$ cat src/rtl/danmaku_pixel_feeder_pkg.sv
// danmaku_pkg: word formats, sync codes and feeder FSM states shared by the danmaku overlay and its pixel feeder.
package danmaku_pkg;
    localparam int FLAG_VALID_BIT = 7;
    localparam logic [1:0] SYNC_H = 2'b01;
    localparam logic [1:0] SYNC_V = 2'b10;
    localparam logic [31:0] WORD_H = {30'd0, SYNC_H};
    localparam logic [31:0] WORD_V = {30'd0, SYNC_V};
    typedef enum logic [2:0] {S_IDLE, S_LATCH, S_VMARK, S_FETCH, S_DRAIN, S_HMARK} feeder_state_t;
    function automatic logic [31:0] pixel_word(input logic [31:0] argb);
        logic [7:0] flags;
        flags = '0;
        flags[FLAG_VALID_BIT] = argb[31];
        return {argb[23:0], flags};
    endfunction
endpackage

$ cat src/rtl/danmaku_pixel_feeder_rd_credit.sv
// danmaku_rd_credit: in-flight read counter and FIFO credit check for the pixel feeder.
module danmaku_rd_credit #(
    parameter int FIFO_DEPTH = 512,
    parameter int USEDW_W = 9,
    parameter int MAX_OUTST = 16
) (
    input  logic               clk,
    input  logic               rst,
    input  logic               i_accept,
    input  logic               i_rdvalid,
    input  logic               i_wr_pend,
    input  logic [USEDW_W-1:0] i_usedw,
    output logic [USEDW_W+1:0] o_outst,
    output logic               o_read_ok,
    output logic               o_mark_ok
);
    localparam int FW = USEDW_W + 2;
    logic [FW-1:0] r_outst;
    logic [FW-1:0] w_fill;
    always_ff @(posedge clk or negedge rst)
        if (!rst)
            r_outst <= '0;
        else if (i_accept && !i_rdvalid)
            r_outst <= r_outst + 1'b1;
        else if (!i_accept && i_rdvalid)
            r_outst <= r_outst - 1'b1;
    // a read accepted this cycle already owns a FIFO slot for the next issue decision
    always_comb begin
        w_fill = FW'(i_usedw) + r_outst + FW'(i_wr_pend) + FW'(i_accept);
        o_read_ok = (w_fill < FW'(FIFO_DEPTH - 2)) && (r_outst + FW'(i_accept) < FW'(MAX_OUTST));
        o_mark_ok = w_fill < FW'(FIFO_DEPTH - 1);
    end
    assign o_outst = r_outst;
endmodule

$ cat src/rtl/danmaku_pixel_feeder.sv
// danmaku_pixel_feeder: streams a frame-sized ARGB bitmap from Avalon-MM memory into the danmaku FIFO,
// framing it with a V-marker per frame and an H-marker before every line after the first.
module danmaku_pixel_feeder
    import danmaku_pkg::*;
#(
    parameter int FIFO_DEPTH = 512,
    parameter int USEDW_W = 9,
    parameter int MAX_OUTST = 16
) (
    input  logic               clk,
    input  logic               rst,
    input  logic               enable,
    input  logic [31:0]        frameBase,
    input  logic [15:0]        screenX,
    input  logic [15:0]        screenY,
    output logic [31:0]        avm_address,
    output logic               avm_read,
    input  logic               avm_waitrequest,
    input  logic [31:0]        avm_readdata,
    input  logic               avm_readdatavalid,
    output logic               fifoWrreq,
    output logic [31:0]        fifoData,
    input  logic [USEDW_W-1:0] fifoWrusedw,
    output logic               busy,
    output logic               frameDone,
    output logic               cfgErr
);
    feeder_state_t r_state;
    logic [31:0] r_addr;
    logic [31:0] r_data;
    logic [15:0] r_x;
    logic [15:0] r_y;
    logic [15:0] r_sx;
    logic [15:0] r_sy;
    logic r_read;
    logic r_wrreq;
    logic r_busy;
    logic r_done;
    logic r_cfgerr;
    logic [USEDW_W+1:0] w_outst;
    logic w_accept;
    logic w_read_ok;
    logic w_mark_ok;
    logic w_mark_go;

    assign w_accept = r_read && !avm_waitrequest;
    // markers wait for the pixel stream to fully land so FIFO word order matches issue order
    assign w_mark_go = (w_outst == '0) && !r_wrreq && w_mark_ok;

    danmaku_rd_credit #(
        .FIFO_DEPTH(FIFO_DEPTH),
        .USEDW_W(USEDW_W),
        .MAX_OUTST(MAX_OUTST)
    ) u_credit (
        .clk(clk),
        .rst(rst),
        .i_accept(w_accept),
        .i_rdvalid(avm_readdatavalid),
        .i_wr_pend(r_wrreq),
        .i_usedw(fifoWrusedw),
        .o_outst(w_outst),
        .o_read_ok(w_read_ok),
        .o_mark_ok(w_mark_ok)
    );

    always_ff @(posedge clk or negedge rst) begin
        if (!rst) begin
            r_state <= S_IDLE;
            r_addr <= '0;
            r_data <= '0;
            r_x <= '0;
            r_y <= '0;
            r_sx <= '0;
            r_sy <= '0;
            r_read <= 1'b0;
            r_wrreq <= 1'b0;
            r_busy <= 1'b0;
            r_done <= 1'b0;
            r_cfgerr <= 1'b0;
        end else begin
            r_wrreq <= avm_readdatavalid;
            if (avm_readdatavalid)
                r_data <= pixel_word(avm_readdata);
            r_done <= 1'b0;
            if (!enable)
                r_cfgerr <= 1'b0;
            case (r_state)
                S_IDLE: if (enable) begin
                    r_state <= S_LATCH;
                    r_busy <= 1'b1;
                end
                S_LATCH: begin
                    r_sx <= screenX;
                    r_sy <= screenY;
                    r_addr <= frameBase & ~32'd3;
                    r_y <= '0;
                    if (screenX == '0 || screenY == '0) begin
                        r_cfgerr <= 1'b1;
                        r_busy <= 1'b0;
                        r_state <= S_IDLE;
                    end else
                        r_state <= S_VMARK;
                end
                S_VMARK, S_HMARK: if (w_mark_go) begin
                    r_wrreq <= 1'b1;
                    r_data <= (r_state == S_VMARK) ? WORD_V : WORD_H;
                    r_x <= '0;
                    r_state <= S_FETCH;
                end
                S_FETCH: if (w_accept) begin
                    r_addr <= r_addr + 32'd4;
                    r_x <= r_x + 1'b1;
                    if (r_x == r_sx - 1'b1) begin
                        r_read <= 1'b0;
                        r_state <= S_DRAIN;
                    end else
                        r_read <= w_read_ok;
                end else if (!r_read)
                    r_read <= w_read_ok;
                S_DRAIN: if (w_outst == '0) begin
                    if (r_y != r_sy - 1'b1) begin
                        r_y <= r_y + 1'b1;
                        r_state <= S_HMARK;
                    end else begin
                        r_done <= 1'b1;
                        r_busy <= enable;
                        r_state <= enable ? S_LATCH : S_IDLE;
                    end
                end
                default: r_state <= S_IDLE;
            endcase
        end
    end

    assign avm_address = r_addr;
    assign avm_read = r_read;
    assign fifoWrreq = r_wrreq;
    assign fifoData = r_data;
    assign busy = r_busy;
    assign frameDone = r_done;
    assign cfgErr = r_cfgerr;
endmodule

$ cat config.mk
export PLATFORM = sky130hd
export DESIGN_NAME = danmaku_pixel_feeder
export DESIGN_NICKNAME = d
export VERILOG_FILES = /design/src/rtl/danmaku_pixel_feeder_pkg.sv /design/src/rtl/danmaku_pixel_feeder_rd_credit.sv /design/src/rtl/danmaku_pixel_feeder.sv
export SDC_FILE = /design/constraint.sdc
export NUM_CORES = 1
export LEC_CHECK = 0
export ABC_AREA = 0
export BUFFER_PORTS_ARGS = -buffer_cell sky130_fd_sc_hd__buf_4
export CAP_MARGIN = 20
export CORE_UTILIZATION = 50
export DETAILED_ROUTE_END_ITERATION = 7
export GPL_ROUTABILITY_DRIVEN = 0
export GPL_TIMING_DRIVEN = 0
export PLACE_DENSITY = 0.77
export SYNTH_ARGS = -nofsm -noshare
export SYNTH_HDL_FRONTEND = slang
export SYNTH_SLANG_ARGS = --single-unit
$ cat constraint.sdc
create_clock -name clk -period 5 [get_ports clk]
set_input_delay 0.5 -clock clk [delete_from_list [all_inputs] [get_ports clk]]
set_output_delay 0.5 -clock clk [all_outputs]
set_load 0.005 [all_outputs]
======== Word-level counts from Yosys, hierarchy flattened ========
Index checks and enable logic that the tools add are counted.
word-level totals
  input bits .............................. 110
  bits in writable memories ............... 0
  memories ................................ 0
  latch bits .............................. 0
  ROM bits ................................ 0
  word-level logic and storage cells ...... 107
  bits in registers ....................... 147
  output and inout bits ................... 69
cells by class
  magnitude comparators ................... 3
  muxes and demuxes ....................... 39
  multiply operators ...................... 0
  bitwise operators ....................... 0
  reduce and logical (&&, ||, !) cells .... 26
  shift operators ......................... 0
  divide/modulo/power cells ............... 0
  add/sub/neg operators ................... 11
  equal/unequal tests ..................... 15
operators with widths
  operator                 number
  $mux W32                 4
  $mux W16                 4
  $pmux W16 S2             2
  $pmux W32 S2             1
  $add A11 B1 Y11          3
  $add A16 B1 Y16 const B  2
  $add A32 B3 Y32 const B  1
  $logic_not A16 Y1        2
  $sub A16 B1 Y16 const B  2
  $lt A11 B9 Y1 const B    2
  $mux W11                 2
  $mux W3                  6
  $eq A16 B16 Y1           1
  $mux W1                  16
  $ne A16 B16 Y1           1
  $pmux W3 S5              1
  $ne A2 B2 Y1 const B     7
  $add A11 B1 Y11 const B  1
  $add A9 B11 Y11          1
  $logic_not A11 Y1        1
  $lt A11 B5 Y1 const B    1
  $sub A11 B1 Y11 const B  1
  $reduce_and A5 Y1        2
  $reduce_bool A2 Y1       4
  other kinds (14)         26

======== Logic depth before layout (Yosys ltp) ========
Gate-level depths: netlist of run 1.
  depth after elaboration ................. 7
  mapped depth ............................ 16

======== By module ========
A second synthesis of run 1 with hierarchy kept.
second synthesis, totals
  cell total of the unflattened synthesis .. 1053
  area, all modules ....................... 9178.8 sq um
modules (own cells, without submodules)
  module                times used  cells each  area an instance (sq um)
  danmaku_pixel_feeder  1           889         7668.6
  danmaku_rd_credit     1           164         1510.2

======== Least setup slack after synthesis of run 1 ========
Ideal clock, no wire load.
  kind .................................... in2reg
  start ................................... input avm_waitrequest
  end ..................................... register r_data[0] (netlist: fifoData[0])
  setup time .............................. 118 ps
  arrival ................................. 3449 ps
  cell stages on the path ................. 15
  slack ................................... 1433 ps
  cells stage by stage .................... nand2b_1 > inv_1 > fa_1 > ha_1 > fa_1 > a21o_1 > a21oi_1 > nor2_1 > nand4b_1 > a21o_1 > a221oi_1 > nor2b_1 > buf_2 > nor2_1 > a21o_1
on the way
  longest elaborated chain between the ends .. 7
ends and longest elaborated chain
  element               line                                  RTL
  start, declared       danmaku_pixel_feeder.sv:18            input logic avm_waitrequest,
  $logic_not A1 Y1      danmaku_pixel_feeder.sv:46            assign w_accept = r_read && !avm_waitrequest;
  $logic_and A1 B1 Y1   danmaku_pixel_feeder.sv:46
  $add A11 B1 Y11       danmaku_pixel_feeder_rd_credit.sv:29  w_fill = FW'(i_usedw) + r_outst + FW'(i_wr_pend) + FW'(i_accept);
  $lt A11 B9 Y1         danmaku_pixel_feeder_rd_credit.sv:31  o_mark_ok = w_fill < FW'(FIFO_DEPTH - 1);
  $logic_and A1 B1 Y1   danmaku_pixel_feeder.sv:48            assign w_mark_go = (w_outst == '0) && !r_wrreq && w_mark_ok;
  $mux W32              danmaku_pixel_feeder.sv:104           S_VMARK, S_HMARK: if (w_mark_go) begin
  $mux W32              danmaku_pixel_feeder.sv:87            case (r_state)
  end signal, assigned  danmaku_pixel_feeder.sv:83            r_data <= pixel_word(avm_readdata);
  end signal, assigned  danmaku_pixel_feeder.sv:106           r_data <= (r_state == S_VMARK) ? WORD_V : WORD_H;
  end, declared         danmaku_pixel_feeder.sv:30            logic [31:0] r_data;
Every way passes these cells.
A chain may end at the register's enable or synchronous reset.

======== Worst setup path in the final report of run 1 ========
  start ................................... register r_read (netlist: avm_read)
  end ..................................... register r_data[1] (netlist: fifoData[1])
on the way
  longest elaborated chain between the ends .. 6
ends and longest elaborated chain
  element                 line                                  RTL
  start, declared         danmaku_pixel_feeder.sv:35            logic r_read;
  start signal, assigned  danmaku_pixel_feeder.sv:117           r_read <= w_read_ok;
  start signal, assigned  danmaku_pixel_feeder.sv:119           r_read <= w_read_ok;
  $logic_and A1 B1 Y1     danmaku_pixel_feeder.sv:46
  $add A11 B1 Y11         danmaku_pixel_feeder_rd_credit.sv:29
  $lt A11 B9 Y1           danmaku_pixel_feeder_rd_credit.sv:31
  $logic_and A1 B1 Y1     danmaku_pixel_feeder.sv:48
  $mux W32                danmaku_pixel_feeder.sv:104
  $mux W32                danmaku_pixel_feeder.sv:87
Every way passes these cells.

==> results of run 1 <==
-- cells by family (layout without fill, tap and decap cells) --
| family | Yosys count | count (layout) | share of synthesized area (%) |
|---|---|---|---|
| compound gates | 221 | 221 | 15.05 |
| xor+xnor | 69 | 69 | 6.909 |
| fa+ha+maj | 36 | 36 | 5.407 |
| buf+inv | 77 | 276 | 3.576 |
| flops | 145 | 145 | 41.48 |
| mux | 38 | 38 | 4.420 |
| other cells | 1 | 2 | 0.04287 |
| simple gates | 432 | 432 | 23.12 |
-- power by group --
group	internal [mW]	total [mW]	switching (mW)
Sequential	1.51	1.93	0.418
Combinational	1.11	2.54	1.42
Clock	0.863	1.38	0.516
-- cell usage in the layout, fill, tap and decap left out, types with 18 or more instances in the layout --
cell type | netlist | routed
a21oi_1 | 84 | 84
buf_4 | 2 | 167
clkbuf_1 | 35 | 36
dfrtp_1 | 145 | 145
ha_1 | 33 | 33
inv_1 | 26 | 26
mux2i_1 | 33 | 33
nand2_1 | 154 | 154
nand3_1 | 40 | 40
nand4_1 | 18 | 18
nor2_1 | 105 | 105
nor3_1 | 29 | 29
o21ai_0 | 59 | 59
xnor2_1 | 31 | 31
xor2_1 | 38 | 38
-- cell type report --
cell class / count / area [um^2]
flip-flops and latches: 145 / 3628
repair buffers: 167 / 1277
multi-input cells: 798 / 4810
plain buffers: 50 / 211.5
clock inverters: 12 / 181.4
well taps: 220 / 275.3
fillers: 1429 / 5877
clock buffers: 20 / 456.7
inverters: 27 / 101.3
-- per-stage QoR --
stage | instances | setup slack, ns | utilization, % | power (mW)
5_1_grt | 1439 | 0.7539 | 65.06 | 6.268
3_5_place_dp | 1407 | 0.7913 | 61.26 | 4.440
4_1_cts | 1439 | 1.045 | 65.06 | 5.841
2_1_floorplan | 1020 | 1.433 | - | 3.589
3_3_place_gp | 1406 | 0.8172 | 61.08 | 4.354
6_report | 1439 | 1.082 | 65.06 | 5.846
-- worst min-delay path by stage --
| stage | from | endpoint | slack [ns] | cells after the start |
|---|---|---|---|---|
| 3_5_place_dp | fifoData[4]$_DFF_PN0_ | fifoData[4]$_DFF_PN0_ | 0.47 | 1 |
| 2_1_floorplan | rst | avm_address[10]$_DFFE_PN0P_ | 0.20 | 0 |
| 3_3_place_gp | fifoData[0]$_DFF_PN0_ | fifoData[0]$_DFF_PN0_ | 0.46 | 1 |
| 4_1_cts | rst | u_credit.o_outst[5]$_DFFE_PN0P_ | 0.14 | 1 |
| 5_1_grt | rst | r_sy[13]$_DFFE_PN0P_ | 0.17 | 1 |
| 6_report | rst | r_sy[13]$_DFFE_PN0P_ | 0.11 | 1 |
-- registers in the layout, summed over array words and instances, names as in the netlist --
| name | count |
|---|---|
| avm_read | 1 |
| frameDone | 1 |
| r_sy | 16 |
| avm_address | 30 |
| cfgErr | 1 |
| u_credit.o_outst | 11 |
| fifoData | 32 |
| r_y | 16 |
| r_state | 3 |
| r_sx | 16 |
| busy | 1 |
| r_x | 16 |
| fifoWrreq | 1 |
-- routing by layer --
layer	wire length [um]	share of wire, %	vias up
met1	10160	43	3912
li1	-	-	3966
met4	309	1.3	0
met2	11280	48	313
met5	0	0	-
met3	1751	7.4	29
-- critical path, cell delays in order, from the launching register on --
cell	delay, ns
dfrtp_1	0.40
nand2b_1	0.15
inv_1	0.14
fa_1	0.45
ha_1	0.23
fa_1	0.45
a21o_1	0.21
a21oi_1	0.15
nor2_1	0.07
nand4b_1	0.17
a21o_1	0.19
a221oi_1	0.49
nor2b_1	0.19
buf_2	0.19
buf_2	0.25
a21oi_1	0.06
nor2_1	0.09
==> metrics, run 1 <==
Commonest cells post-synth nand2_1 (154), dfrtp_1 (145), nor2_1 (105); DP Area about 10000 um^2; hold_ws 0.1117 ns; R2R setup slack 1.08 ns; drt first pass iters 7; initial antenna violation count 0; CTS sink count ~150; grt met1 use roughly a third; Fin. Hold Viols 0; I/O pins ~180; data arrival time of the worst path approximately 4.3 ns; Starting Density 52.01%; crit path kind reg2reg; Period minus WS final 3.918 ns; Main synth FF type dfrtp_1; Syn Inst Count just over 1000; top cell type's share of synthesized area just over 40%; Post-CTS Hold Fix Bufs 0; cell taking the most area after synthesis dfrtp_1; DIE AREA between 15000 and 20000 um^2; RSZ-0062 raised after global routing no; H-tree depth 4; crit path capture type flop; worst hold-check path type in2async; vias post-DR a little over 8000; I/O Buffers between 150 and 200; Max Slew Vio Count 0; Setup crit start kind flop; CP Data Required Time 5.36 ns; post-cts resize count 0; # Max-Cap Violations 0; maximum fanout along the worst path 10; Synth area leaders dfrtp_1 (41%), nand2_1 (6.6%), a21oi_1 (4.8%); yosys warns 0; antenna cells 0; Pwr per Cell Area ~530 nW/um^2; CTS buffer count 17; routing usage on met2 between 40% and 50%; ratio of cells with drive above 1 in the final layout approximately 19%; largest net degree at the start of global routing 77; Synth cell types 69; GR peak layer met2; Site Rows 47; Final ANT Viol Nets 0; CORE AREA ~17000 um^2; worst reg-to-reg path cell count 16; CTS Root Cell clkbuf_16; vias per cell ~5.7; Setup Total Neg Slack 0 ns; Syn Area/Cell ~8.6 um^2; final-report setup violation count 0; met3 usage under 10%; mapped cell area 8747 um^2; Nets 1352; FF-to-FF Start avm_read$_DFFE_PN0P_; maximum vdd drop 0.3167 mV; achievable frequency between 200 and 300 MHz; design area roughly 11000 um^2; Setup crit end fifoData[1]$_DFF_PN0_; r2r endpoint fifoData[1]$_DFF_PN0_; Setup Skew 0.008240 ns; ys async rst share 100.0%; Seq/Total Area, Yosys about two fifths; crit share post-route about four fifths; Synth Register Bits 145; CTS tree done; clock slew at reported path FFs 0.06 ns; EDFF count, synth 0; CTS Buffer Depth 2; Layout area overhead 25.09%; worst-margin pin slew between 0.8 and 0.9 ns; crit path from avm_read$_DFFE_PN0P_; DP HPWL between 15000 and 20000 um; most common cell in the netlist nand2_1; Routed WL about 24000 um; global-route wire length before repair 38020 um; worst skew pair latency between 0.4 and 0.5 ns; outcome complete, no violations; drt first-iter violations 572; die height around 130 um; total grt overflow 0; number of global-route vias before repair between 7000 and 8000; Avg WL per Cell around 16 um; die width 134.3 um; Total GRT Usage around a quarter; P_leak 5.072 nW; setup bufs post-CTS 0; Residual DRC 0; Rel. slew slack between 40% and 50%
No activity file was read; power rests on OpenSTA's default activity.
==> inputs of run 2 (changes only) <==
--- a/config.mk
+++ b/config.mk
@@ -5,14 +5,14 @@
 export SDC_FILE = /design/constraint.sdc
 export NUM_CORES = 1
 export LEC_CHECK = 0
-export ABC_AREA = 0
+export ABC_AREA = 1
 export BUFFER_PORTS_ARGS = -buffer_cell sky130_fd_sc_hd__buf_4
 export CAP_MARGIN = 20
 export CORE_UTILIZATION = 50
 export DETAILED_ROUTE_END_ITERATION = 7
 export GPL_ROUTABILITY_DRIVEN = 0
 export GPL_TIMING_DRIVEN = 0
-export PLACE_DENSITY = 0.77
+export PLACE_DENSITY = 0.76
 export SYNTH_ARGS = -nofsm -noshare
 export SYNTH_HDL_FRONTEND = slang
 export SYNTH_SLANG_ARGS = --single-unit
==> constraint.sdc (replaced) <==
create_clock -name clk -period 3.7 [get_ports clk]
set_input_delay 0.37 -clock clk [delete_from_list [all_inputs] [get_ports clk]]
set_output_delay 0.37 -clock clk [all_outputs]
set_load 0.005 [all_outputs]
==> run 2 against run 1 <==
The flow now finishes with violations (hold timing). Critical path depth grew 4. Maximum frequency grew 14%. Utilization shrank 2.7 points. Register-to-register slack lost 0.82 ns. Sequential power grew 37%. Setup slack lost 0.82 ns. Area after synthesis grew 15%. Via count grew 21%. Highest routed layer unchanged.
==> metrics, run 2 <==
clock slew at reported path FFs 0.05 ns (about the same); Setup Skew 0.008896 ns (+0.0006550 ns); CTS sink count 145 (unchanged); worst skew pair latency 0.43 ns (about the same); ratio of cells with drive above 1 in the final layout 17.15% (-1.4 points); cell taking the most area after synthesis dfrtp_1; vias per cell 5.268 (-7.8%); drt first pass iters 8 (+1); Synth Register Bits 145 (unchanged); Total GRT Usage 26.47% (-0.18 points); worst reg-to-reg path cell count 20 (+4); EDFF count, synth 0 (unchanged); RSZ-0062 raised after global routing no; maximum fanout along the worst path 10 (unchanged); crit path cell chain inv_1 > nor2_4 > fa_1 > ha_1 > fa_1 > nand2_1 > nand3_2 > nand3_1 > nand2_1 > nand2_1 > nand2_1 > nor2_1 > nand3_1 > nand2_1 > nand2_1 > nand2_2 > inv_2 > buf_6 > nand2_1 > nand2_1; die height 143.6 um (+7.0%); Avg WL per Cell 14.17 um (-13%); yosys warns 0 (unchanged); Seq pwr share 30.3% (-2.7 points); Syn Area/Cell 7.052 um^2 (-18%); Layout area overhead 21.73%; commonest non-fill, non-tap cell in the layout nand2_1; violated checks hold timing; hold_ws -0.01552 ns (-0.1272 ns); Seq/Total Area, Yosys 36.18% (-5.3 points); multi-input logic area 5557 um^2 (+16%); CP Data Required Time 4.01 ns (-1.35 ns); Sw Ratio 45.49% (+5.1 points); overall power 8.689 mW (+49%); Max Slew Vio Count 0 (unchanged); crit share post-route 92.83% (+14 points); Nets 1755 (+30%); crit path capture type flop; CTS Buffer Depth 2 (unchanged); largest net degree at the start of global routing 87 (+13%); FF-to-FF Start avm_read$_DFFE_PN0P_; Top cell by count, worst path nand2_1; Power Internal 4.736 mW (+36%); Period minus WS final 3.435 ns (-0.4834 ns); worst-margin pin slew 0.8077 ns (-0.05748 ns); die width 143.6 um (+7.0%); Layout Utilization 62.32% (-2.7 points); combinational share of power 50.9% (+7.5 points); CORE AREA 19590 um^2 (+16%); global-route wire length before repair 43080 um (+13%); Setup crit start kind flop; final-report setup violation count 0 (unchanged); Fin. Hold Viols 3 (+3); top cell type's share of synthesized area 36.18% (-5.3 points); fill cell count 1798 (+26%); slowest CP cell fa_1; Routed WL 26720 um (+14%); outcome finished with violations; DIE AREA 20630 um^2 (+14%); crit path kind reg2reg; ys async rst share 100.0% (unchanged); commonest cells after routing, fill and taps aside nand2_1 (390), inv_1 (173), buf_4 (170), dfrtp_1 (144), nor2_1 (143); Pwr per Cell Area 711.8 nW/um^2 (+33%); maximum vdd drop 0.4833 mV (+53%); Net Switching 3.953 mW (+68%); data arrival time of the worst path 3.74 ns (-0.54 ns); CTS buffer count 17 (unchanged); R2R setup slack 0.27 ns (-0.82 ns); Buf/Inv on CP 3 (unchanged); FF/Latch Area 3630 um^2 (about the same); mapped cell area 10030 um^2 (+15%); Starting Density 51.19% (-0.82 points); worst hold-check path type in2async; CTS tree done; vias post-DR 9935 (+21%); Site Rows 51 (+8.5%); H-tree depth 4 (unchanged); Worst Setup Slack, final 0.2653 ns (-0.8166 ns); CTS Root Cell clkbuf_16; most common cell in the netlist nand2_1; Synth cell types 52 (-25%); Main synth FF type dfrtp_1; setup bufs post-CTS 0 (unchanged); Synth area leaders dfrtp_1 (36%), nand2_1 (15%), inv_1 (6.5%); drt first-iter violations 763 (+33%); initial antenna violation count 0 (unchanged); Rel. slew slack 46.16% (+4.4 points); antenna cells 0 (unchanged); Clock power frac 18.8% (-4.8 points); DP Worst Slack -0.03759 ns (-0.8289 ns); I/O pins 179 (unchanged); achievable frequency 291.1 MHz (+14%); Final ANT Viol Nets 0 (unchanged); DP HPWL 20480 um (+20%); largest stage delay on the critical path 0.44 ns (-0.05 ns); r2r endpoint r_x[11]$_DFFE_PN0P_; Post-CTS Hold Fix Bufs 0 (unchanged); Syn Inst Count 1422 (+40%); # Max-Cap Violations 0 (unchanged); max reg flops 32 (unchanged); Setup Total Neg Slack 0 ns (unchanged); total grt overflow 0 (unchanged); P_leak 6.118 nW (+21%); Commonest cells post-synth nand2_1 (391), inv_1 (173), dfrtp_1 (145); number of global-route vias before repair 8965 (+13%); Residual DRC 0 (unchanged); CP top delay family simple AND/OR/NAND/NOR gates; I/O Buffers 166 (unchanged)
run 2: cell families (layout without fill, tap and decap cells):
kind of cell	after synthesis	count (layout)	share of synthesized area [%]
buffers and inverters	217	415	8.596
adder cells (fa/ha/maj)	36	36	4.716
flip-flops	145	145	36.18
XOR/XNOR	65	65	5.677
other	1	2	0.03739
AND/OR/NAND/NOR	791	791	35.20
AO/OA/AOI/OAI	167	167	9.594
run 2: power by group through the flow:
stage                     sequential (mW)  combinational [mW]  clock [mW]
after floorplan                      2.51                3.15           0
after global placement               2.64                4.25           0
after detailed placement             2.65                4.37           0
after CTS                            2.62                4.40        1.65
after global routing                 2.70                5.04        1.71
final                                2.64                4.42        1.63
run 2: repair_timing:
action                     in CTS  in global routing
hold endpoints to repair        0                  0
setup endpoints to repair       8                 44
resized for setup               1                  4
run 2: final cells by class:
cell class | instances | area share (%)
clock buffer | 25 | 4.059
sequential | 145 | 29.73
tap | 265 | 2.716
multi-input combinational | 1061 | 45.52
timing repair buffer | 167 | 10.46
buffer | 40 | 1.619
inverter | 177 | 5.442
clock inverter | 6 | 0.4510
run 2: worst max path at each step:
stage                          from                    end  slack (ns)  cells after the start
2_1_floorplan  avm_read$_DFFE_PN0P_    r_x[11]$_DFFE_PN0P_        0.77                     20
3_3_place_gp        avm_waitrequest  fifoData[6]$_DFF_PN0_        0.01                     18
3_5_place_dp        avm_waitrequest  fifoData[6]$_DFF_PN0_       -0.04                     18
4_1_cts        avm_read$_DFFE_PN0P_  fifoData[3]$_DFF_PN0_        0.08                     18
5_1_grt        avm_read$_DFFE_PN0P_    r_x[14]$_DFFE_PN0P_       0.003                     20
6_report       avm_read$_DFFE_PN0P_    r_x[11]$_DFFE_PN0P_        0.27                     20
run 2: per-layer routing:
layer	track usage (%)	wire (um)	part of all wire, %
met1	35.30	12160	45
met2	44.30	12630	47
met3	3.965	1545	5.8
met4	7.951	391	1.5
met5	0	0	0
run 2: worst register-to-register path: stages (launching register included):
cell and delay (ns):
dfrtp_2 0.41, inv_1 0.09, nor2_4 0.16, fa_1 0.44, ha_1 0.23, fa_1 0.44
nand2_1 0.13, nand3_2 0.11, nand3_1 0.11, nand2_1 0.06, nand2_1 0.06, nand2_1 0.05
nor2_1 0.18, nand3_1 0.10, nand2_1 0.15, nand2_1 0.09, nand2_2 0.12, inv_2 0.12
buf_6 0.16, nand2_1 0.06, nand2_1 0.06
run 2: per-stage QoR:
step | instance area, um^2 | cells
detailed placement | 11640 | 1855
global placement | 11610 | 1854
finish | 12210 | 1886
floorplan | 10030 | 1423
CTS | 12190 | 1886
global route | 12210 | 1886
